[src/rtl/pipe_stage_skid.sv]
// Pipeline stage register with a 2-entry skid buffer.
// Carries a control bundle and a data bundle between two stages over a
// valid/ready handshake. in_ready is decoded from registered state only, so
// there is no combinational path from out_ready back to in_ready, and the
// stage still moves one entry per cycle. Also provides a synchronous flush
// and a saturating count of stalled output cycles.
module pipe_stage_skid #(
  parameter int                 CTRL_W      = 10,
  parameter int                 DATA_W      = 138,
  parameter logic [CTRL_W-1:0]  BUBBLE_CTRL = {CTRL_W{1'b0}},
  parameter int                 CNT_W       = 16
) (
  input  logic              clk,
  input  logic              rst,
  input  logic              flush,
  input  logic              in_valid,
  output logic              in_ready,
  input  logic [CTRL_W-1:0] in_ctrl,
  input  logic [DATA_W-1:0] in_data,
  output logic              out_valid,
  input  logic              out_ready,
  output logic [CTRL_W-1:0] out_ctrl,
  output logic [DATA_W-1:0] out_data,
  output logic [CNT_W-1:0]  stall_cnt
);

  // EMPTY: nothing held; ONE: main register valid; TWO: main and skid valid.
  typedef enum logic [1:0] {
    ST_EMPTY = 2'd0,
    ST_ONE   = 2'd1,
    ST_TWO   = 2'd2
  } state_t;

  localparam logic [CNT_W-1:0] CNT_ONE = {{(CNT_W-1){1'b0}}, 1'b1};
  localparam logic [CNT_W-1:0] CNT_MAX = {CNT_W{1'b1}};

  state_t              state_reg;
  state_t              state_next;
  logic [CTRL_W-1:0]   m_ctrl_reg;
  logic [DATA_W-1:0]   m_data_reg;
  logic [CTRL_W-1:0]   s_ctrl_reg;
  logic [DATA_W-1:0]   s_data_reg;
  logic [CNT_W-1:0]    stall_cnt_reg;
  logic                m_load_in;
  logic                m_load_skid;
  logic                s_load_in;

  // Handshake outputs come straight from registered state.
  assign in_ready  = (state_reg != ST_TWO);
  assign out_valid = (state_reg != ST_EMPTY);
  assign out_ctrl  = out_valid ? m_ctrl_reg : BUBBLE_CTRL;
  assign out_data  = m_data_reg;
  assign stall_cnt = stall_cnt_reg;

  // Next-state and storage-load decode; flush overrides every transition.
  always_comb begin
    state_next  = state_reg;
    m_load_in   = 1'b0;
    m_load_skid = 1'b0;
    s_load_in   = 1'b0;
    if (flush) begin
      state_next = ST_EMPTY;
    end else begin
      case (state_reg)
        ST_EMPTY: begin
          if (in_valid) begin
            state_next = ST_ONE;
            m_load_in  = 1'b1;
          end
        end
        ST_ONE: begin
          if (in_valid && out_ready) begin
            // Back-to-back: the outgoing entry is replaced in the same cycle.
            m_load_in = 1'b1;
          end else if (in_valid) begin
            // Downstream stalled: park the new entry in the skid register.
            state_next = ST_TWO;
            s_load_in  = 1'b1;
          end else if (out_ready) begin
            state_next = ST_EMPTY;
          end
        end
        ST_TWO: begin
          // in_ready is low here, so the input is not looked at.
          if (out_ready) begin
            state_next  = ST_ONE;
            m_load_skid = 1'b1;
          end
        end
        default: begin
          state_next = ST_EMPTY;
        end
      endcase
    end
  end

  // State register.
  always_ff @(posedge clk or posedge rst) begin
    if (rst) begin
      state_reg <= ST_EMPTY;
    end else begin
      state_reg <= state_next;
    end
  end

  // Main and skid registers; written only on the loads decoded above.
  always_ff @(posedge clk or posedge rst) begin
    if (rst) begin
      m_ctrl_reg <= BUBBLE_CTRL;
      m_data_reg <= '0;
      s_ctrl_reg <= BUBBLE_CTRL;
      s_data_reg <= '0;
    end else begin
      if (m_load_in) begin
        m_ctrl_reg <= in_ctrl;
        m_data_reg <= in_data;
      end else if (m_load_skid) begin
        m_ctrl_reg <= s_ctrl_reg;
        m_data_reg <= s_data_reg;
      end
      if (s_load_in) begin
        s_ctrl_reg <= in_ctrl;
        s_data_reg <= in_data;
      end
    end
  end

  // Saturating count of cycles where an entry is presented but not taken.
  // Deliberately unaffected by flush.
  always_ff @(posedge clk or posedge rst) begin
    if (rst) begin
      stall_cnt_reg <= '0;
    end else if (out_valid && !out_ready && (stall_cnt_reg != CNT_MAX)) begin
      stall_cnt_reg <= stall_cnt_reg + CNT_ONE;
    end
  end

endmodule

[config.mk]
export PLATFORM = sky130hd
export DESIGN_NAME = pipe_stage_skid
export DESIGN_NICKNAME = d
export VERILOG_FILES = /design/src/rtl/pipe_stage_skid.sv
export SDC_FILE = /design/constraint.sdc
export NUM_CORES = 1
export LEC_CHECK = 0
export ABC_AREA = 1
export CAP_MARGIN = 20
export CORE_UTILIZATION = 25
export DETAILED_ROUTE_END_ITERATION = 10
export DONT_BUFFER_PORTS = 1
export PLACE_DENSITY_LB_ADDON = 0.3
export SYNTH_ARGS = -nofsm -noshare
export SYNTH_HDL_FRONTEND = slang
export SYNTH_SLANG_ARGS = --single-unit
[constraint.sdc]
create_clock -name clk -period 10.7 [get_ports clk]
set_clock_uncertainty 0.2 [all_clocks]
set_input_delay 1.07 -clock clk [delete_from_list [all_inputs] [get_ports clk]]
set_output_delay 1.07 -clock clk [all_outputs]
set_load 0.01 [all_outputs]
==> flow_summary.ini, run 1 <==
[yosys]
synth_compound_gate_area_share_pct = 14.0
syn_area_per_cell_um2 = 9.18
synth_simple_gate_area_share_pct = 18.2
synth_top_family_by_area = simple AND/OR/NAND/NOR gates
synth-xor-area-share_pct = 0.518
async_flop_share_pct = 100
yosys_warnings = 0
synthMuxAreaShare_pct = 0
netlist.top_cell.by_area = dfrtp_1
synth_cells = 1473
synthTopCellsByArea = dfrtp_1, nand3_1, o211ai_1
synth_flop_cell = dfrtp_1
synth_seq_cells = 314
synth_nets = 1627
syn-cell-area_mm2 = 0.0135
ys_seq_area_share_pct = 58.1
ys_types = 26
synth_edf_count = 0
synth_fa_ha_area_share_pct = 0.0925
synth_top_area_share_pct = 58.1

[clock_tree]
clk_latency_ps = 540
cts_setup_buffers = 0
cts.htree.levels = 2
path_clk_slew_ps = 60
cts_tree = built
cts.path.max_buffers = 3
cts_resized = 0
cts_sinks = 314
root_buffer = clkbuf_16
numCtsBuffers = 39
postCtsHoldBufs = 0

[floorplan]
io_pins = 319
core.rowCount = 84
core_area_mm2 = 0.0530
start_util_pct = 25.5
dieWidth_um = 235
die_y_um = 235
die_area_mm2 = 0.0550

[finish]
fillers = 5620
syn_to_final_growth_pct = 13.7
layout-drive-gt1-share_pct = 6.40
antenna_cells = 0
nNetsFinal = 1578

[global_route]
antenna_found_initial = 1
grt_max_degree = 122
grt_usage_pct = 13.5
overflow = 0
grt_pass1_vias = 9811
grt_pass1_wl_um = 59300

[timing]
holdWs_ps = 252
relSlewSlack_pct = 30.3
rsz0062_at_grt = false
fin_crit_ps = 3570
tightest_slew_ps = 1040
drv_slew = 0
timing_hold_violations_final = 0
tns_ps = 0
max_freq_mhz = 280
min_period_over_period_pct = 33.3
setup_viol = 0

[power]
max-vdd-ir-drop_uv = 115
power_density_mw_per_mm2 = 231
p_leak_nw = 7.05

[critical_path]
critical_path_required_ps = 10940
crit_top_cell = buf_4
cpLargestDelayFamily = buffers and inverters
slowest_delay_ps = 680
reg2reg_depth = 6
path_depth = 7
cp_slowest_cell = buf_4
start_kind = primary input
end_kind = flop
worstSetupPathType = in2reg
worst-path-buf-inv = 3
worstPathArrival_ps = 3810
crit_fanout = 121
worstPathCellList = inv_1, nor2_4, buf_4, nand2_8, buf_4, nand2_1, o221ai_1

[route]
route.detailed.drc = 0
vias_per_cell = 4.72
wire_per_inst_um = 17.7
firstDrtPassIters = 5
wl_um = 37900
vias = 10100
ant_nets = 0
drt_iter0_drc = 656

[run]
drv_cap = 0

[placed_design]
dp_hpwl_um = 23700
io_buffers = 0
routabilityCongestion = 0.788

[worst_hold_path]
min_path_type = in2async

[status]
status = finished clean
-- stage by stage --
step           util (%)  worst slack [ps]  total power [W]  cell area [um2]  instances
2_1_floorplan         -               744          0.00211            13500       1473
3_3_place_gp       26.4              6680          0.00224            14000       2067
3_5_place_dp       26.4              6600          0.00227            14000       2068
4_1_cts            28.9              7190          0.00362            15300       2138
5_1_grt            29.0              6950          0.00378            15400       2141
6_report           29.0              7130          0.00356            15400       2141
-- synth_stat cells (4+ instances only) --
cell	n
nand4_1	4
inv_1	174
o21ai_1	40
buf_2	73
buf_6	8
nor2_2	5
nand2_1	226
xnor2_1	4
o211ai_1	139
a21oi_1	49
clkbuf_1	18
o221ai_1	10
o21ai_0	62
buf_1	6
nand3_1	247
nor2_1	79
xor2_1	4
dfrtp_1	314
-- area by class of cell --
cell class / instances / area [um2] / area share (%)
Clock buffer: 59 / 1190 / 7.76
Inverter: 177 / 672 / 4.37
Multi-Input combinational cell: 874 / 4480 / 29.1
Tap cell: 688 / 861 / 5.60
Clock inverter: 11 / 96.3 / 0.627
Sequential cell: 314 / 7860 / 51.1
Timing Repair Buffer: 18 / 215 / 1.40
-- worst reg2reg max path, cell delays in order (launching register included) --
cell and delay [ps]:
dfrtp_1 500, nand2_1 150, nand3_4 80, buf_4 600, buf_4 920, nand2_1 480
o221ai_1 300
-- cell usage in the layout (no fill, tap or decap) --
cell / n
inv_6: 2
o21ai_0: 62
nand3_1: 246
clkinv_4: 1
nand4_1: 4
xor2_1: 4
o21ai_1: 40
clkinv_1: 1
bufinv_16: 1
nor2_2: 3
nand2_1: 226
inv_1: 173
o21ai_2: 1
or2_2: 1
o211ai_1: 139
o221ai_1: 10
clkbuf_16: 41
ha_1: 1
clkbuf_1: 8
dfrtp_1: 314
nor2_1: 79
clkinvlp_4: 2
nand2_8: 1
inv_8: 1
a21oi_1: 49
clkinv_2: 5
xnor2_1: 4
nand3_4: 2
nor2_4: 2
clkbuf_8: 10
buf_4: 14
buf_16: 4
inv_2: 2
-- report_power, final --
group	switching (W)	internal, W
Sequential	0.000262	0.00151
Clock	0.000519	0.000795
Combinational	0.000282	0.000188
-- worst paths after layout --
path	startpoint	to	slack [ps]
worst max-delay path	out_ready	m_ctrl_reg[8]	7130
worst min-delay path	rst	out_data[63]	250
worst max register to register	state_reg[0]	m_ctrl_reg[8]	7380
worst min register to register	s_data_reg[79]	s_data_reg[79]	280
max in group asynchronous	rst	out_data[117]	8170
min in group clk	s_data_reg[79]	s_data_reg[79]	280
-- cell families after synthesis --
family	count (synthesis)
AND/OR/NAND/NOR	564
flip-flops	314
AO/OA/AOI/OAI	301
buffers and inverters	285
XOR/XNOR	8
adder cells (fa/ha/maj)	1
-- metal layers --
metal	part of all wire, %	GRT usage (%)	up-vias	wire length (um)
met5	0.045	0	-	17
met4	2.9	4.78	2	1090
met3	7.5	4.55	69	2860
met2	46	21.2	278	17400
met1	44	17.4	4907	16500
li1	-	-	4859	-
Note: power is estimated with default switching activity, not from simulation.
==> inputs of run 2 (changes only) <==
--- a/config.mk
+++ b/config.mk
@@ -5,7 +5,7 @@
 export SDC_FILE = /design/constraint.sdc
 export NUM_CORES = 1
 export LEC_CHECK = 0
-export ABC_AREA = 1
+export ABC_AREA = 0
 export CAP_MARGIN = 20
 export CORE_UTILIZATION = 25
 export DETAILED_ROUTE_END_ITERATION = 10
==> constraint.sdc (replaced) <==
create_clock -name clk -period 3 [get_ports clk]
set_clock_uncertainty 0.2 [all_clocks]
set_input_delay 0.3 -clock clk [delete_from_list [all_inputs] [get_ports clk]]
set_output_delay 0.3 -clock clk [all_outputs]
set_load 0.01 [all_outputs]
==> run 2 against run 1 <==
  * Critical path depth down 5
  * Final cell count fell by 12%
  * Via count down 15%
  * Combinational power grew to 3.1 times the previous value
  * Global-route usage shrank 0.88 points
  * Cell area increased by 4.8%
  * Synthesized area decreased by 6.6%
  * Critical endpoint is now out_ctrl[3]
  * Register-to-register slack worse by 6700 ps
  * Largest cell class unchanged
  * Worst setup slack got worse by 6600 ps
  * Clock-buffer cell count fell by 12
  * Worst hold slack worse by 190 ps
==> flow_summary.ini, run 2 <==
[floorplan]
die_y_um = 227
start_util_pct = 25.2
core_area_mm2 = 0.0501
io_pins = 319
dieWidth_um = 227
core.rowCount = 82
die_area_mm2 = 0.0515

[clock_tree]
cts.htree.levels = 2
cts_sinks = 314
cts_setup_buffers = 0
numCtsBuffers = 37
cts_tree = built
clk_latency_ps = 520
path_clk_slew_ps = 60
postCtsHoldBufs = 153
root_buffer = clkbuf_16
cts_resized = 0
cts.path.max_buffers = 3

[critical_path]
reg2reg_to = s_data_reg[51]
critical_path_required_ps = 2500
cp-endpoint = out_ctrl[3]
critPathLaunch = state_reg[1]
cpLargestDelayFamily = simple AND/OR/NAND/NOR gates
reg2reg_slack_ps = 730
start_kind = flop
rr_startpoint = state_reg[1]
reg2reg_depth = 4
worstPathCellList = nor2_1, nor2b_1
end_kind = output port
crit_fanout = 11
worst-path-buf-inv = 0
worstPathArrival_ps = 1960
worstSetupPathType = reg2out
path_depth = 2
slowest_delay_ps = 720
cp_slowest_cell = nor2_1

[finish]
register_area_mm2 = 0.00786
final_cell_area_mm2 = 0.0161
final_common_cell = dfrtp_1
nNetsFinal = 1352
mostFrequentLayoutCells = dfrtp_1, nand2_1, dlygate4sd3_1
syn_to_final_growth_pct = 27.4
multiInputGateArea_mm2 = 0.00449
layout-drive-gt1-share_pct = 19.3
fillers = 5104

[global_route]
grt_pass1_wl_um = 51400
grt_pass1_vias = 9090
antenna_found_initial = 1
grt_usage_pct = 12.7
grt_max_degree = 118
overflow = 0

[yosys]
synth_top_area_share_pct = 62.2
synth_flop_cell = dfrtp_1
syn_area_per_cell_um2 = 12.0
synth_cells = 1053
yosysMostFrequentCell = dfrtp_1
ys_types = 37
netlist.top_cell.by_area = dfrtp_1
synthTopCellsByArea = dfrtp_1, mux2_2, nand2_1
ys_seq_area_share_pct = 62.2
synth_common_cells = dfrtp_1, nand2_1, mux2_2
synth_nets = 1207
synth_edf_count = 0
async_flop_share_pct = 100
synth_seq_cells = 314
yosys_warnings = 0
syn-cell-area_mm2 = 0.0126

[power]
p_clk_share_pct = 35.3
p_sw_share_pct = 27.5
power_switching_w = 0.00317
p_total_w = 0.0115
power_frac_seq_pct = 52.1
max-vdd-ir-drop_uv = 451
power_frac_comb_pct = 12.6
p_leak_nw = 7.40
power_density_mw_per_mm2 = 715
p_int_w = 0.00835

[timing]
drv_slew = 0
holdWs_ps = 59.6
fin_crit_ps = 2460
relSlewSlack_pct = 38.9
max_freq_mhz = 406
rsz0062_at_grt = false
setup_viol = 0
tightest_slew_ps = 913
tns_ps = 0
timing_hold_violations_final = 0
min_period_over_period_pct = 82.1

[route]
ant_nets = 0
route.detailed.drc = 0
wire_per_inst_um = 17.4
vias_per_cell = 4.55
firstDrtPassIters = 4
vias = 8602
wl_um = 33000
drt_iter0_drc = 525

[worst_hold_path]
min_path_type = in2async

[placed_design]
io_buffers = 0
placed_area_mm2 = 0.0135
routabilityCongestion = 0.740
dp_hpwl_um = 20400

[status]
status = finished clean

[run]
drv_cap = 0
[run 2: changes by cell type in the layout (fill, tap and decap cells not counted), moves of 40 or more]
cell / change
nor2_1: -73
inv_1: -172
a21oi_1: -48
mux2_2: +149
nand2_1: +73
o21ai_0: -62
a22oi_1: +148
o21ai_1: -40
o211ai_1: -139
nand3_1: -239
dlygate4sd3_1: +153
[run 2: area by class of cell]
type	instances	area share, %
Timing Repair Buffer	174	11.4
Antenna cell	1	0.0155
Inverter	2	0.0699
Tap cell	672	5.22
Clock inverter	12	0.404
Clock buffer	47	6.23
Sequential cell	314	48.8
Multi-Input combinational cell	669	27.9
[run 2: how the worst min path moves through the flow]
stage / slack, ps / endpoint / from / cells after the start
finish: 60 / out_data[122] / rst / 2
global route: 40 / out_data[68] / in_valid / 4
CTS: 30 / out_data[122] / rst / 2
detailed placement: 6 / out_data[122] / rst / 1
global placement: -2 / out_data[122] / rst / 1
floorplan: 170 / state_reg[0] / flush / 1
[run 2: power groups by stage]
| stage | clock network, W | registers (W) | logic, W |
|---|---|---|---|
| 4_1_cts | 0.00426 | 0.00601 | 0.00148 |
| 6_report | 0.00407 | 0.00600 | 0.00145 |
| 3_3_place_gp | 0 | 0.00605 | 0.00122 |
| 5_1_grt | 0.00441 | 0.00614 | 0.00164 |
| 2_1_floorplan | 0 | 0.00585 | 0.00105 |
| 3_5_place_dp | 0 | 0.00607 | 0.00128 |
[run 2: per-stage QoR]
stage	worst slack [ps]	utilization [%]	std cells
floorplan	-1680	-	1053
finish	537	32.2	1891
detailed placement	717	27.0	1678
CTS	456	32.2	1890
global route	392	32.2	1891
global placement	759	27.0	1678
[run 2: kinds of logic (layout without fill, tap and decap cells)]
| group | count (synthesis) | count (layout) | share of synthesized area [%] |
|---|---|---|---|
| other | 0 | 1 | 0 |
| AO/OA/AOI/OAI | 154 | 154 | 9.20 |
| buffers and inverters | 70 | 235 | 2.55 |
| flip-flops | 314 | 314 | 62.2 |
| AND/OR/NAND/NOR | 349 | 349 | 11.6 |
| adder cells (fa/ha/maj) | 1 | 1 | 0.0990 |
| multiplexers | 151 | 151 | 13.4 |
| XOR/XNOR | 14 | 14 | 0.970 |
[run 2: routing by layer]
metal | global-route usage, % | share of wire [%]
met5 | 0 | 0
met4 | 3.84 | 2.4
met3 | 5.17 | 9.2
met2 | 20.0 | 45
met1 | 15.7 | 43
==> inputs of run 3 (changes only) <==
==> constraint.sdc (replaced) <==
create_clock -name clk -period 2.45 [get_ports clk]
set_clock_uncertainty 0.2 [all_clocks]
set_input_delay 0.245 -clock clk [delete_from_list [all_inputs] [get_ports clk]]
set_output_delay 0.245 -clock clk [all_outputs]
set_load 0.01 [all_outputs]
==> run 3 against run 2 <==
  * Sequential share of layout area shrank 0.42 points
  * Sequential cell count is the same
  * Utilization grew 0.28 points
  * Critical path type is now reg2reg
  * Critical endpoint is now s_data_reg[64]
==> flow_summary.ini, run 3 (synthesized netlist as in run 2, its figures left out) <==
[placed_design]
io_buffers = 0
placed_area_mm2 = 0.0136
pre_cts_ws_ps = 235
place_inst = 1686
routabilityCongestion = 0.723
dp_hpwl_um = 20400

[finish]
final_cell_area_mm2 = 0.0163
final_common_cell = dfrtp_1
nNetsFinal = 1360
fin_cells = 1900
layout-drive-gt1-share_pct = 19.6
syn_to_final_growth_pct = 28.6
mostFrequentLayoutCells = dfrtp_1, nand2_1, dlygate4sd3_1

[timing]
setup_viol = 0
timing_hold_violations_final = 0
tightest_slew_ps = 856
holdWs_ps = 45.6
rsz0062_at_grt = false
min_period_over_period_pct = 92.6
drv_slew = 0
max_freq_mhz = 441
fin_crit_ps = 2270
relSlewSlack_pct = 42.9
setup_ws_ps = 182

[power]
p_total_w = 0.0145
power_frac_seq_pct = 50.8
p_sw_share_pct = 26.7
p_int_w = 0.0106
power_density_mw_per_mm2 = 891
p_leak_nw = 7.47
max-vdd-ir-drop_uv = 545
p_clk_share_pct = 36.8
power_switching_w = 0.00387
power_frac_comb_pct = 12.4

[run]
drv_cap = 0

[floorplan]
core.rowCount = 82
core_area_mm2 = 0.0501
io_pins = 319
dieWidth_um = 227
die_y_um = 227
die_area_mm2 = 0.0515
start_util_pct = 25.2

[global_route]
grt_pass1_wl_um = 52300
antenna_found_initial = 1
grt_max_degree = 137
grt_pass1_vias = 9300
overflow = 0
grt_usage_pct = 12.9

[route]
wire_per_inst_um = 17.5
vias = 8617
ant_nets = 0
drt_iter0_drc = 434
firstDrtPassIters = 4
route.detailed.drc = 0
wl_um = 33300
vias_per_cell = 4.54

[critical_path]
reg2reg_slack_ps = 180
end_kind = flop
critical_path_required_ps = 2650
crit_fanout = 136
worstSetupPathType = reg2reg
worstPathArrival_ps = 2470
start_kind = flop

[clock_tree]
root_buffer = clkbuf_16
cts.htree.levels = 2
cts.path.max_buffers = 3
cts_setup_buffers = 0
cts_resized = 0
numCtsBuffers = 37
path_clk_slew_ps = 60
postCtsHoldBufs = 153
cts_tree = built
clk_latency_ps = 530
cts_sinks = 314

[status]
status = finished clean

[worst_hold_path]
min_path_type = in2reg
[run 3: cell count changes in the layout (fill, tap and decap cells not counted), moves of 2 or more]
cell and change:
buf_4 +9, clkinv_2 -8, clkbuf_8 +5, clkbuf_1 +3
bufinv_16 +2
[run 3: final cells by class]
| cell class | count | area (um2) |
|---|---|---|
| Antenna cell | 1 | 2.50 |
| Sequential cell | 314 | 7860 |
| Clock buffer | 55 | 1080 |
| Clock inverter | 5 | 77.6 |
| Inverter | 2 | 11.3 |
| Tap cell | 672 | 841 |
| Multi-Input combinational cell | 669 | 4490 |
| Fill cell | 5150 | 33800 |
| Timing Repair Buffer | 182 | 1890 |
[run 3: final timing paths]
path,to,from,cells after the start
worst max-delay path,s_data_reg[64],state_reg[1],4
worst min-delay path,s_data_reg[30],in_valid,3
worst max register to register,s_data_reg[64],state_reg[1],4
worst min register to register,m_ctrl_reg[6],m_ctrl_reg[6],2
max in group asynchronous,out_data[30],rst,3
min in group asynchronous,s_data_reg[48],rst,2
[run 3: power by group through the flow]
stage	Sequential, W	Clock [W]	Combinational, W
detailed placement	0.00744	0	0.00158
floorplan	0.00717	0	0.00129
CTS	0.00737	0.00556	0.00182
global route	0.00752	0.00574	0.00205
finish	0.00736	0.00532	0.00179
global placement	0.00740	0	0.00150
[run 3: layer usage]
metal	global-route usage, %	share of wire, %	vias to the layer above
met5	0	0	-
met4	4.03	2.2	0
met3	4.96	8.6	47
met2	20.9	47	230
met1	15.7	42	4383
li1	-	-	3957
[run 3: stage by stage]
| stage | TNS (ps) | util (%) |
|---|---|---|
| finish | 0 | 32.5 |
| global route | 0 | 32.5 |
| CTS | 0 | 32.5 |
| detailed placement | 0 | 27.1 |
| global placement | 0 | 27.1 |
| floorplan | -683850 | - |
[run 3: worst max-delay path, stage by stage (launching register included)]
cell     delay (ps)
dfrtp_1         470
nor2_1          170
nand3_4         130
buf_12          610
mux2_2          420
